--- config.mk ---
export PLATFORM = sky130hd
export DESIGN_NAME = rtc_time_core
export DESIGN_NICKNAME = d
export VERILOG_FILES = /design/src/rtl/rtc_time_core.sv
export SDC_FILE = /design/constraint.sdc
export NUM_CORES = 1
export LEC_CHECK = 0
export ABC_AREA = 0
export BUFFER_PORTS_ARGS = -buffer_cell sky130_fd_sc_hd__buf_2
export CORE_MARGIN = 2
export CORE_UTILIZATION = 62
export DETAILED_ROUTE_END_ITERATION = 16
export PLACE_DENSITY = 0.85
export SYNTH_ARGS = -nofsm -noshare
export SYNTH_HDL_FRONTEND = slang
export SYNTH_SLANG_ARGS = --single-unit
--- constraint.sdc ---
create_clock -name clk -period 3.9 [get_ports clk]
set_clock_uncertainty 0.05 [all_clocks]
set_input_delay 0.195 -clock clk [delete_from_list [all_inputs] [get_ports clk]]
set_output_delay 0.195 -clock clk [all_outputs]
set_load 0.05 [all_outputs]
--- src/rtl/rtc_time_core.sv ---
// BCD timekeeping core: 1 Hz prescaler, calendar counters, register-file writer.
// Define RTC_CLOCK_HALT_EN to enable the clock-halt (CH) bit in sec[7].
module rtc_time_core #(
    parameter int unsigned TICK_DIV = 100000000,
    parameter int unsigned NUM_REGS = 7
) (
    input  logic       clk,
    input  logic       rst,
    input  logic       set_en,
    input  logic [3:0] set_addr,
    input  logic [7:0] set_data,
    output logic [3:0] addr,
    output logic [7:0] data_out,
    output logic       write_en,
    output logic       busy,
    output logic       sec_pulse
);

    localparam logic [31:0] PRESC_LAST = 32'(TICK_DIV - 1);
    localparam logic [2:0]  IDX_LAST   = 3'(NUM_REGS - 1);

    typedef enum logic {IDLE, WRITE} state_t;

    state_t      state, state_nx;
    logic [2:0]  idx;
    logic [31:0] presc;
    logic [7:0]  sec, min, hour, day, date, month, year;
    logic [7:0]  sec_n, min_n, hour_n, day_n, date_n, month_n, year_n;
    logic [7:0]  sv, mlen;
    logic        ch, dirty, tick, set_ok, range_ok, leap;
    logic        sec_w, min_w, hour_w, date_w, month_w;
    logic        c_min, c_hour, c_day, c_month, c_year;

    function automatic logic [7:0] bcd_inc(input logic [7:0] v);
        if (v[3:0] == 4'd9) bcd_inc = {v[7:4] + 4'd1, 4'd0};
        else bcd_inc = {v[7:4], v[3:0] + 4'd1};
    endfunction

`ifdef RTC_CLOCK_HALT_EN
    always_ff @(posedge clk) begin
        if (rst) ch <= 1'b0;
        else if (set_ok && set_addr == 4'd0) ch <= set_data[7];
    end
`else
    assign ch = 1'b0;
`endif

    assign tick = !ch && (presc == PRESC_LAST);

    // Bit 7 of a sec write is the CH flag, never part of the seconds value.
    always_comb begin
        sv = (set_addr == 4'd0) ? {1'b0, set_data[6:0]} : set_data;
        range_ok = 1'b0;
        unique case (1'b1)
            set_addr == 4'd0,
            set_addr == 4'd1: range_ok = sv <= 8'h59;
            set_addr == 4'd2: range_ok = sv <= 8'h23;
            set_addr == 4'd3: range_ok = sv >= 8'h01 && sv <= 8'h07;
            set_addr == 4'd4: range_ok = sv >= 8'h01 && sv <= 8'h31;
            set_addr == 4'd5: range_ok = sv >= 8'h01 && sv <= 8'h12;
            set_addr == 4'd6: range_ok = 1'b1;
            default:          range_ok = 1'b0;
        endcase
        set_ok = set_en && range_ok && sv[3:0] <= 4'd9 && sv[7:4] <= 4'd9;
    end

    // Leap in BCD: even tens need ones in {0,4,8}, odd tens need {2,6}.
    always_comb begin
        leap = year[4] ? (year[1:0] == 2'b10) : (year[1:0] == 2'b00);
        mlen = 8'h31;
        unique case (1'b1)
            month == 8'h02: mlen = leap ? 8'h29 : 8'h28;
            month == 8'h04,
            month == 8'h06,
            month == 8'h09,
            month == 8'h11: mlen = 8'h30;
            default:        mlen = 8'h31;
        endcase
        sec_w   = sec == 8'h59;
        min_w   = min == 8'h59;
        hour_w  = hour == 8'h23;
        date_w  = date >= mlen;
        month_w = month == 8'h12;
        c_min   = tick && sec_w;
        c_hour  = c_min && min_w;
        c_day   = c_hour && hour_w;
        c_month = c_day && date_w;
        c_year  = c_month && month_w;
        sec_n   = tick ? (sec_w ? 8'h00 : bcd_inc(sec)) : sec;
        min_n   = c_min ? (min_w ? 8'h00 : bcd_inc(min)) : min;
        hour_n  = c_hour ? (hour_w ? 8'h00 : bcd_inc(hour)) : hour;
        day_n   = c_day ? (day == 8'h07 ? 8'h01 : day + 8'h01) : day;
        date_n  = c_day ? (date_w ? 8'h01 : bcd_inc(date)) : date;
        month_n = c_month ? (month_w ? 8'h01 : bcd_inc(month)) : month;
        year_n  = c_year ? (year == 8'h99 ? 8'h00 : bcd_inc(year)) : year;
    end

    always_ff @(posedge clk) begin
        if (rst) begin
            presc     <= '0;
            sec_pulse <= 1'b0;
            sec       <= 8'h00;
            min       <= 8'h00;
            hour      <= 8'h00;
            day       <= 8'h01;
            date      <= 8'h01;
            month     <= 8'h01;
            year      <= 8'h00;
        end else begin
            sec_pulse <= tick;
            if (set_ok && set_addr == 4'd0) presc <= '0;
            else if (ch) presc <= presc;
            else if (tick) presc <= '0;
            else presc <= presc + 32'd1;
            sec   <= sec_n;
            min   <= min_n;
            hour  <= hour_n;
            day   <= day_n;
            date  <= date_n;
            month <= month_n;
            year  <= year_n;
            // A set overrides the ticked value of its own field only.
            if (set_ok) begin
                unique case (1'b1)
                    set_addr == 4'd0: sec   <= sv;
                    set_addr == 4'd1: min   <= sv;
                    set_addr == 4'd2: hour  <= sv;
                    set_addr == 4'd3: day   <= sv;
                    set_addr == 4'd4: date  <= sv;
                    set_addr == 4'd5: month <= sv;
                    default:          year  <= sv;
                endcase
            end
        end
    end

    always_ff @(posedge clk) begin
        if (rst) begin
            state <= IDLE;
            idx   <= '0;
            dirty <= 1'b1;
        end else begin
            state <= state_nx;
            idx   <= (state == WRITE && idx != IDX_LAST) ? idx + 3'd1 : 3'd0;
            if (state == IDLE && dirty) dirty <= 1'b0;
            else if (tick || set_ok) dirty <= 1'b1;
        end
    end

    always_comb begin
        state_nx = state;
        unique case (state)
            IDLE:    if (dirty) state_nx = WRITE;
            WRITE:   if (idx == IDX_LAST) state_nx = IDLE;
            default: state_nx = IDLE;
        endcase
    end

    always_comb begin
        write_en = state == WRITE;
        busy     = state == WRITE;
        addr     = write_en ? {1'b0, idx} : 4'd0;
        data_out = 8'h00;
        if (write_en) begin
            unique case (idx)
                3'd0:    data_out = {ch, sec[6:0]};
                3'd1:    data_out = min;
                3'd2:    data_out = hour;
                3'd3:    data_out = day;
                3'd4:    data_out = date;
                3'd5:    data_out = month;
                3'd6:    data_out = year;
                default: data_out = 8'h00;
            endcase
        end
    end

endmodule
==> flow_summary.toml, run 1 <==
[status]
status = "finished, final reports clean"

[power]
netSwitchingPower_uw = 460
p_comb_frac = 0.072
p_int_mw = 1.25
clock_power_share = 0.353
vdd_ir_drop_max_mv = 0.266
seqPwrFrac = 0.575
p_leak_nw = 2.33
powerDensity_nw_per_um2 = 267
p_sw_frac = 0.269

[cts]
htree_levels = 3
cts_root_buf = "clkbuf_8"
cts_buffers = 9
cts_tree = "done"
clkTransAtPathRegs_ps = 90
ctsHoldBuffers = 0
clock_sinks = 94
cts.repair.resized = 0
worstSkewPairLatency_ps = 390
cts_buffer_depth = 2
post-cts-setup-buffer-count = 0

[setup_path]
cp_max_fo = 11
cp_common_cell = "nor4b_1"
crit_chain = "nor4b_1, nand3_1, o31ai_1, ha_1, nor4b_1, o211ai_1, or3_1, buf_4, o21ai_0, a21oi_1, a221oi_1"
path_buf_inv = 1
cp-end-kind = "flop"
cp.required_ps = 4130
cp-start-kind = "flop"
slowest_delay_ps = 510
crit_type = "reg -> reg"
cp_top_family = "simple AND/OR/NAND/NOR gates"
critical_path_arrival_ps = 3940
slowest_stage = "dfxtp_1"

[floorplanning]
core_area_um2 = 9590
die_h_um = 103
initial_core_util = 0.630
die_w_um = 103
num_rows = 36
dieArea_um2 = 10600
num_io_pins = 30

[synth]
synth_top_cell_by_area = "dfxtp_1"
ys_ff_latch = 94
synth_edf_count = 0
yosysUniqueCellTypes = 65
syn_area_um2 = 6040
synth_fp_nets = 811
syn_area_per_cell_um2 = 7.89
synthArstFlopShare = 0
yosys-top-cells-area = "dfxtp_1 31%, nor2_1 6.7%, ha_1 6.2%"
synth.top_cell.area_share = 0.311
synth_ff_type = "dfxtp_1"
ys_warn_count = 0
ys_seq_area_frac = 0.311
synth_cells = 766

[sta]
finalHoldViolations = 0
worst_pin_slew_ps = 1040
drv_slew = 0
tns_ps = 0
rsz0062_at_grt = "no"
fmax_ghz = 0.270
max_slew_margin = 0.301
fin_crit_sh = 0.950
holdWs_ps = 103
finalSetupViolCount = 0
final.min_clock_period_ps = 3710

[routing]
firstDrtPassIters = 6
drtIter0Drc = 354
drc = 0
viasPerCell = 6.45
drt_wl_total_mm = 16.1
num_vias = 5827
detail-route-antenna-nets = 0
routedWlPerCell_um = 17.8

[global_routing]
antenna_found_initial = 0
grt_pass1_wl_mm = 26.0
grtUsageTotal = 0.316
grt_max_degree = 38
grt_pass1_vias = 5380
overflow = 0

[cells_and_area]
final_nets = 812
multi_input_area_um2 = 3870
final_common_cell = "nor2_1"
fill_cells = 794
final_cell_mix = "108 x nor2_1, 94 x dfxtp_1, 53 x nand2_1"
drive_above_1_share = 0.0986
instances_no_fill = 904
regArea_um2 = 1880
n_antenna_cell = 0
area_growth_pct = 5.90

[run]
max-cap-violations = 0

[placement]
place.gp.congestion = 0.956
port_buffers = 28
hpwlAfterDp_mm = 11.7
place_inst = 889

[hold_path]
hp-class = "in -> reg"
metrics by stage:
step                      utilization  worst slack, ps  power, mW  area (µm²)
after floorplan                     -              530       1.09        6040
after global placement          0.649              564       1.12        6220
after detailed placement        0.649              281       1.12        6220
after CTS                       0.667              251       1.71        6400
after global routing            0.667             50.1       1.76        6400
final                           0.667              194       1.71        6400
cells in the mapped netlist, drive strengths merged (4+ instances only):
master	instances
a22oi	7
a222oi	6
a21o	4
mux2i	11
xnor2	17
nor2b	13
nor2	108
nand2	53
xor2	29
o21ai	31
or3	14
buf	12
nand4	21
and3	11
mux2	11
o211ai	4
a311oi	9
a21oi	31
and4	10
ha	30
nand3b	5
a211oi	10
a31oi	11
nand3	49
nor4b	8
a221oi	7
clkbuf	34
nor4	8
inv	27
and2	9
o2bb2ai	4
dfxtp	94
nor3	26
sequential cells by signal, indices dropped and copies added, names as in the netlist:
name,flops
month,8
presc,32
dirty,1
min,8
date,8
year,8
hour,8
busy,1
day,8
sec,8
sec_pulse,1
idx,3
power groups by stage:
stage	Combinational, mW	Clock, mW	Sequential [mW]
floorplan	0.0844	0	1.00
CTS	0.118	0.614	0.980
detailed placement	0.118	0	1.00
finish	0.122	0.603	0.981
global placement	0.115	0	1.00
global route	0.130	0.647	0.983
tightest hold or removal path, delay by kind of cell:
family / cells / cell delay (ps)
and+or+nand+nor: 1 / 70
AOI/OAI and AO/OA: 1 / 70
buffers and inverters: 1 / 160
path summary, 6_finish.rpt:
check / start / slack [ps] / depth (start not counted) / end
worst max register to register: month[1]$_SDFF_PP0_ / 190 / 11 / date[5]$_SDFF_PP0_
worst min-delay path: set_data[6] / 100 / 3 / year[6]$_SDFF_PP0_
worst min register to register: presc[0]$_SDFF_PP0_ / 420 / 1 / presc[0]$_SDFF_PP0_
worst max-delay path: month[1]$_SDFF_PP0_ / 190 / 11 / date[5]$_SDFF_PP0_
cell families after synthesis:
group	Yosys count	share of synthesized area
adder cells (fa/ha/maj)	30	0.0621
multiplexers	22	0.0387
XOR/XNOR	46	0.0667
AND/OR/NAND/NOR	353	0.305
flip-flops	94	0.311
AO/OA/AOI/OAI	147	0.167
other	1	0.000621
buffers and inverters	73	0.0483
routing by layer:
| layer | part of all wire | vias up | global-route usage |
|---|---|---|---|
| li1 | - | 2777 | - |
| met1 | 0.39 | 2668 | 0.374 |
| met2 | 0.47 | 310 | 0.525 |
| met3 | 0.090 | 72 | 0.0766 |
| met4 | 0.047 | 0 | 0.181 |
| met5 | 0 | - | 0 |
area by class of cell:
| class | count | share of cell area |
|---|---|---|
| sequential | 94 | 0.294 |
| timing repair buffer | 36 | 0.0313 |
| inverter | 27 | 0.0158 |
| tap | 133 | 0.0260 |
| multi-input combinational | 599 | 0.606 |
| clock buffer | 10 | 0.0215 |
| clock inverter | 5 | 0.00567 |
No activity file was read; power rests on OpenSTA's default activity.
==> inputs of run 2 (changes only) <==
CORE_UTILIZATION = 40   (was 62)
PLACE_DENSITY = 0.61   (was 0.85)
==> run 2 against run 1 <==
Net effect:
- routed wire length increased by 7.2%
- register-to-register slack improved by 80 ps
- via count decreased by 2.0%
- non-clock buffer count increased by 1
- combinational power about the same
- maximum frequency increased by 2.2%
- largest cell class unchanged
- highest routed layer unchanged
==> flow_summary.toml, run 2 (same netlist as run 1, synthesis figures left out) <==
[routing]
routedWlPerCell_um = 18.1
num_vias = 5712
drtIter0Drc = 690
firstDrtPassIters = 6
detail-route-antenna-nets = 0
viasPerCell = 5.97
drt_wl_total_mm = 17.3
drc = 0

[placement]
place.gp.congestion = 0.898
placed_area_um2 = 6300
hpwlAfterDp_mm = 12.6
port_buffers = 28

[global_routing]
grt_pass1_vias = 5393
antenna_found_initial = 0
grt_max_degree = 37
grtUsageTotal = 0.220
grt_pass1_wl_mm = 28.2
overflow = 0

[sta]
final.min_clock_period_ps = 3630
drv_slew = 0
finalSetupViolCount = 0
max_slew_margin = 0.311
tns_ps = 0
worst_pin_slew_ps = 1030
finalHoldViolations = 0
fin_crit_sh = 0.930
fmax_ghz = 0.276

[cells_and_area]
final_nets = 813
fin_util = 0.451
finalInstanceArea_um2 = 6600
final_cell_mix = "108 x nor2_1, 94 x dfxtp_1, 53 x nand2_1"
largest_register_ffs = 32
n_antenna_cell = 0
regMostFlops = "presc"
drive_above_1_share = 0.102
final_common_cell = "nor2_1"
area_growth_pct = 9.26

[setup_path]
critical_path_arrival_ps = 3860
r2r_slack_ps = 270
cp.required_ps = 4130
cp_max_fo = 10
cp-end-kind = "flop"
crit_type = "reg -> reg"
cp-start-kind = "flop"

[cts]
cts_buffers = 9
post-cts-setup-buffer-count = 0
worstSkewPairLatency_ps = 350
htree_levels = 3
clkTransAtPathRegs_ps = 70
cts.repair.resized = 0
cts_tree = "done"
clock_sinks = 94
cts_buffer_depth = 2
ctsHoldBuffers = 0
cts_root_buf = "clkbuf_16"

[power]
vdd_ir_drop_max_mv = 0.233
p_leak_nw = 2.40
powerDensity_nw_per_um2 = 303

[floorplanning]
num_io_pins = 30
dieArea_um2 = 16100
die_w_um = 127
num_rows = 44
die_h_um = 127
initial_core_util = 0.413
core_area_um2 = 14600

[run]
max-cap-violations = 0

[status]
status = "finished, final reports clean"

[hold_path]
hp-class = "in -> reg"
run 2: metal layers:
layer / GRT usage / routed length (µm)
met4: 0.0666 / 386
met2: 0.361 / 8050
met5: 0 / 0
met3: 0.0515 / 1020
met1: 0.287 / 7850
run 2: worst max-delay path, stage by stage, from the launching register on:
cell and delay [ps]:
dfxtp_1 510, nor4b_2 390, nand3_1 220, o31ai_1 290, ha_1 280, nor4b_1 370, o211ai_1 210, or3_1 360
nand4b_1 130, or3b_2 570, o2bb2ai_1 170
run 2: final cells by class:
| type | count | area, µm² |
|---|---|---|
| Clock buffer | 9 | 225 |
| Sequential cell | 94 | 1880 |
| Multi-Input combinational cell | 599 | 3880 |
| Clock inverter | 7 | 73.8 |
| Timing Repair Buffer | 37 | 208 |
| Inverter | 27 | 101 |
| Tap cell | 184 | 230 |
| Fill cell | 1457 | 8040 |
run 2: worst paths after layout:
kind / from / cells past startpoint / to
worst min register to register: presc[0]$_SDFF_PP0_ / 1 / presc[0]$_SDFF_PP0_
worst max register to register: month[1]$_SDFF_PP0_ / 10 / month[4]$_SDFF_PP0_
worst max-delay path: month[1]$_SDFF_PP0_ / 10 / month[4]$_SDFF_PP0_
worst min-delay path: set_data[5] / 3 / hour[5]$_SDFF_PP0_
run 2: report_power, final:
part,switching [mW],internal [mW]
sequential,0.0136,0.968
clock,0.394,0.499
combinational,0.0898,0.0340
run 2: metrics by stage:
step                      cells  hold slack, ps  worst slack, ps  power, mW
after global placement      941             391              468       1.12
final                       957             142              274       2.00
after detailed placement    941             399              213       1.13
after global routing        957             147            -34.8       2.07
after floorplan             766             285              530       1.09
after CTS                   957             140              186       2.02
==> inputs of run 3 (changes only) <==
RECOVER_POWER = 50   (was default)
==> run 3 against run 2 <==
Net effect:
- combinational power about the same
- count of clock-buffer cells in the layout unchanged
- routed wire length up 0.32%
- global-route usage unchanged
- maximum frequency down 0.11%
- via count up 0.16%
- power about the same
- critical path depth unchanged
- final cell count unchanged
- core utilization down 0.21 points
- sequential power about the same
- critical path type unchanged
- highest routed layer unchanged
==> flow_summary.toml, run 3 (same netlist as run 1, synthesis figures left out) <==
[floorplanning]
num_io_pins = 30
die_w_um = 127
initial_core_util = 0.413
num_rows = 44
core_area_um2 = 14600
die_h_um = 127
dieArea_um2 = 16100

[cells_and_area]
fin_util = 0.449
regMostFlops = "presc"
fill_cells = 1461
drive_above_1_share = 0.0854
final_nets = 813
final_cell_mix = "108 x nor2_1, 94 x dfxtp_1, 53 x nand2_1"
regArea_um2 = 1880
area_growth_pct = 8.74
instances_no_fill = 957
multi_input_area_um2 = 3870
n_antenna_cell = 0
largest_register_ffs = 32
final_common_cell = "nor2_1"

[global_routing]
overflow = 0
grt_pass1_vias = 5393
grtUsageTotal = 0.220
antenna_found_initial = 0
grt_max_degree = 37
grt_pass1_wl_mm = 28.2

[cts]
htree_levels = 3
cts_buffer_depth = 2
post-cts-setup-buffer-count = 0
cts_root_buf = "clkbuf_16"
cts_buffers = 9
clkTransAtPathRegs_ps = 70
cts_tree = "done"
worstSkewPairLatency_ps = 350
clock_sinks = 94

[placement]
hpwlAfterDp_mm = 12.6
place.gp.congestion = 0.898
place_inst = 941
port_buffers = 28

[setup_path]
cp_top_family = "simple AND/OR/NAND/NOR gates"
reg2reg_to = "month[4]$_SDFF_PP0_"
cp-start-kind = "flop"
critical_path_arrival_ps = 3860
r2r_cells = 10
cp_max_fo = 10
slowest_delay_ps = 570
path_buf_inv = 0
crit_type = "reg -> reg"
cp-end-kind = "flop"
slowest_stage = "or3b_2"
r2r_slack_ps = 270
cp.required_ps = 4130
crit-reg2reg-launch = "month[1]$_SDFF_PP0_"
crit_chain = "nor4b_2, nand3_1, o31ai_1, ha_1, nor4b_1, o211ai_1, or3_1, nand4b_1, or3b_2, o2bb2ai_1"

[sta]
tns_ps = 0
max_slew_margin = 0.182
worst_pin_slew_ps = 1230
fin_crit_sh = 0.931
holdWs_ps = 143
final.min_clock_period_ps = 3630
fmax_ghz = 0.275
drv_slew = 0
finalHoldViolations = 0
finalSetupViolCount = 0

[hold_path]
hp-class = "in -> reg"
hold_path_end = "year[6]$_SDFF_PP0_"
min_path_cells = 3
worstHoldStart = "set_data[6]"

[run]
max-cap-violations = 0

[routing]
firstDrtPassIters = 6
viasPerCell = 5.98
routedWlPerCell_um = 18.1
drc = 0
detail-route-antenna-nets = 0
num_vias = 5721
drtIter0Drc = 697
drt_wl_total_mm = 17.4

[status]
status = "finished, final reports clean"

[power]
powerDensity_nw_per_um2 = 304
p_leak_nw = 2.35
vdd_ir_drop_max_mv = 0.233
[run 3: per-layer routing]
metal / GRT usage / vias up / routed length (µm)
met5: 0 / - / 0
met4: 0.0666 / 0 / 393
met3: 0.0515 / 30 / 972
met2: 0.361 / 178 / 8050
met1: 0.287 / 2724 / 7950
li1: - / 2789 / -
[run 3: how the worst max path moves through the flow]
stage,from,end,depth (start not counted)
after CTS,month[1]$_SDFF_PP0_,month[4]$_SDFF_PP0_,10
after floorplan,month[0]$_SDFF_PP1_,month[1]$_SDFF_PP0_,12
after global routing,month[1]$_SDFF_PP0_,month[4]$_SDFF_PP0_,10
after global placement,month[1]$_SDFF_PP0_,month[1]$_SDFF_PP0_,10
final,month[1]$_SDFF_PP0_,month[4]$_SDFF_PP0_,10
after detailed placement,month[1]$_SDFF_PP0_,month[4]$_SDFF_PP0_,10
[run 3: worst reg2reg max path, stage by stage (launching register included)]
cell and delay, ps:
dfxtp_1 510, nor4b_2 390, nand3_1 220, o31ai_1 290, ha_1 280, nor4b_1 370, o211ai_1 210, or3_1 360
nand4b_1 140, or3b_2 570, o2bb2ai_1 180
[run 3: layout make-up]
| class | instances | area share |
|---|---|---|
| multi-input combinational | 599 | 0.590 |
| sequential | 94 | 0.286 |
| tap | 184 | 0.0350 |
| clock buffer | 9 | 0.0343 |
| timing repair buffer | 37 | 0.0278 |
| inverter | 27 | 0.0154 |
| clock inverter | 7 | 0.0112 |
[run 3: per-stage QoR]
stage               instance area, µm²  power [mW]  setup slack (ps)
floorplan                         6040        1.09               530
detailed placement                6300        1.13               213
finish                            6570        2.00               270
global placement                  6300        1.12               468
global route                      6570        2.07             -34.8
CTS                               6600        2.02               186
[run 3: report_power, final]
part	switching (mW)	leakage (nW)	total, mW	internal [mW]
clock	0.397	0.146	0.896	0.499
combinational	0.0896	1.44	0.122	0.0323
sequential	0.0138	0.759	0.982	0.968
total	0.500	2.35	2.00	1.50
[run 3: timing repair]
action | in CTS | in global routing
gates resized for setup | 0 | 1
hold endpoints to repair | 0 | 0
hold buffers | 0 | 0
endpoints found under the setup margin | 0 | 9
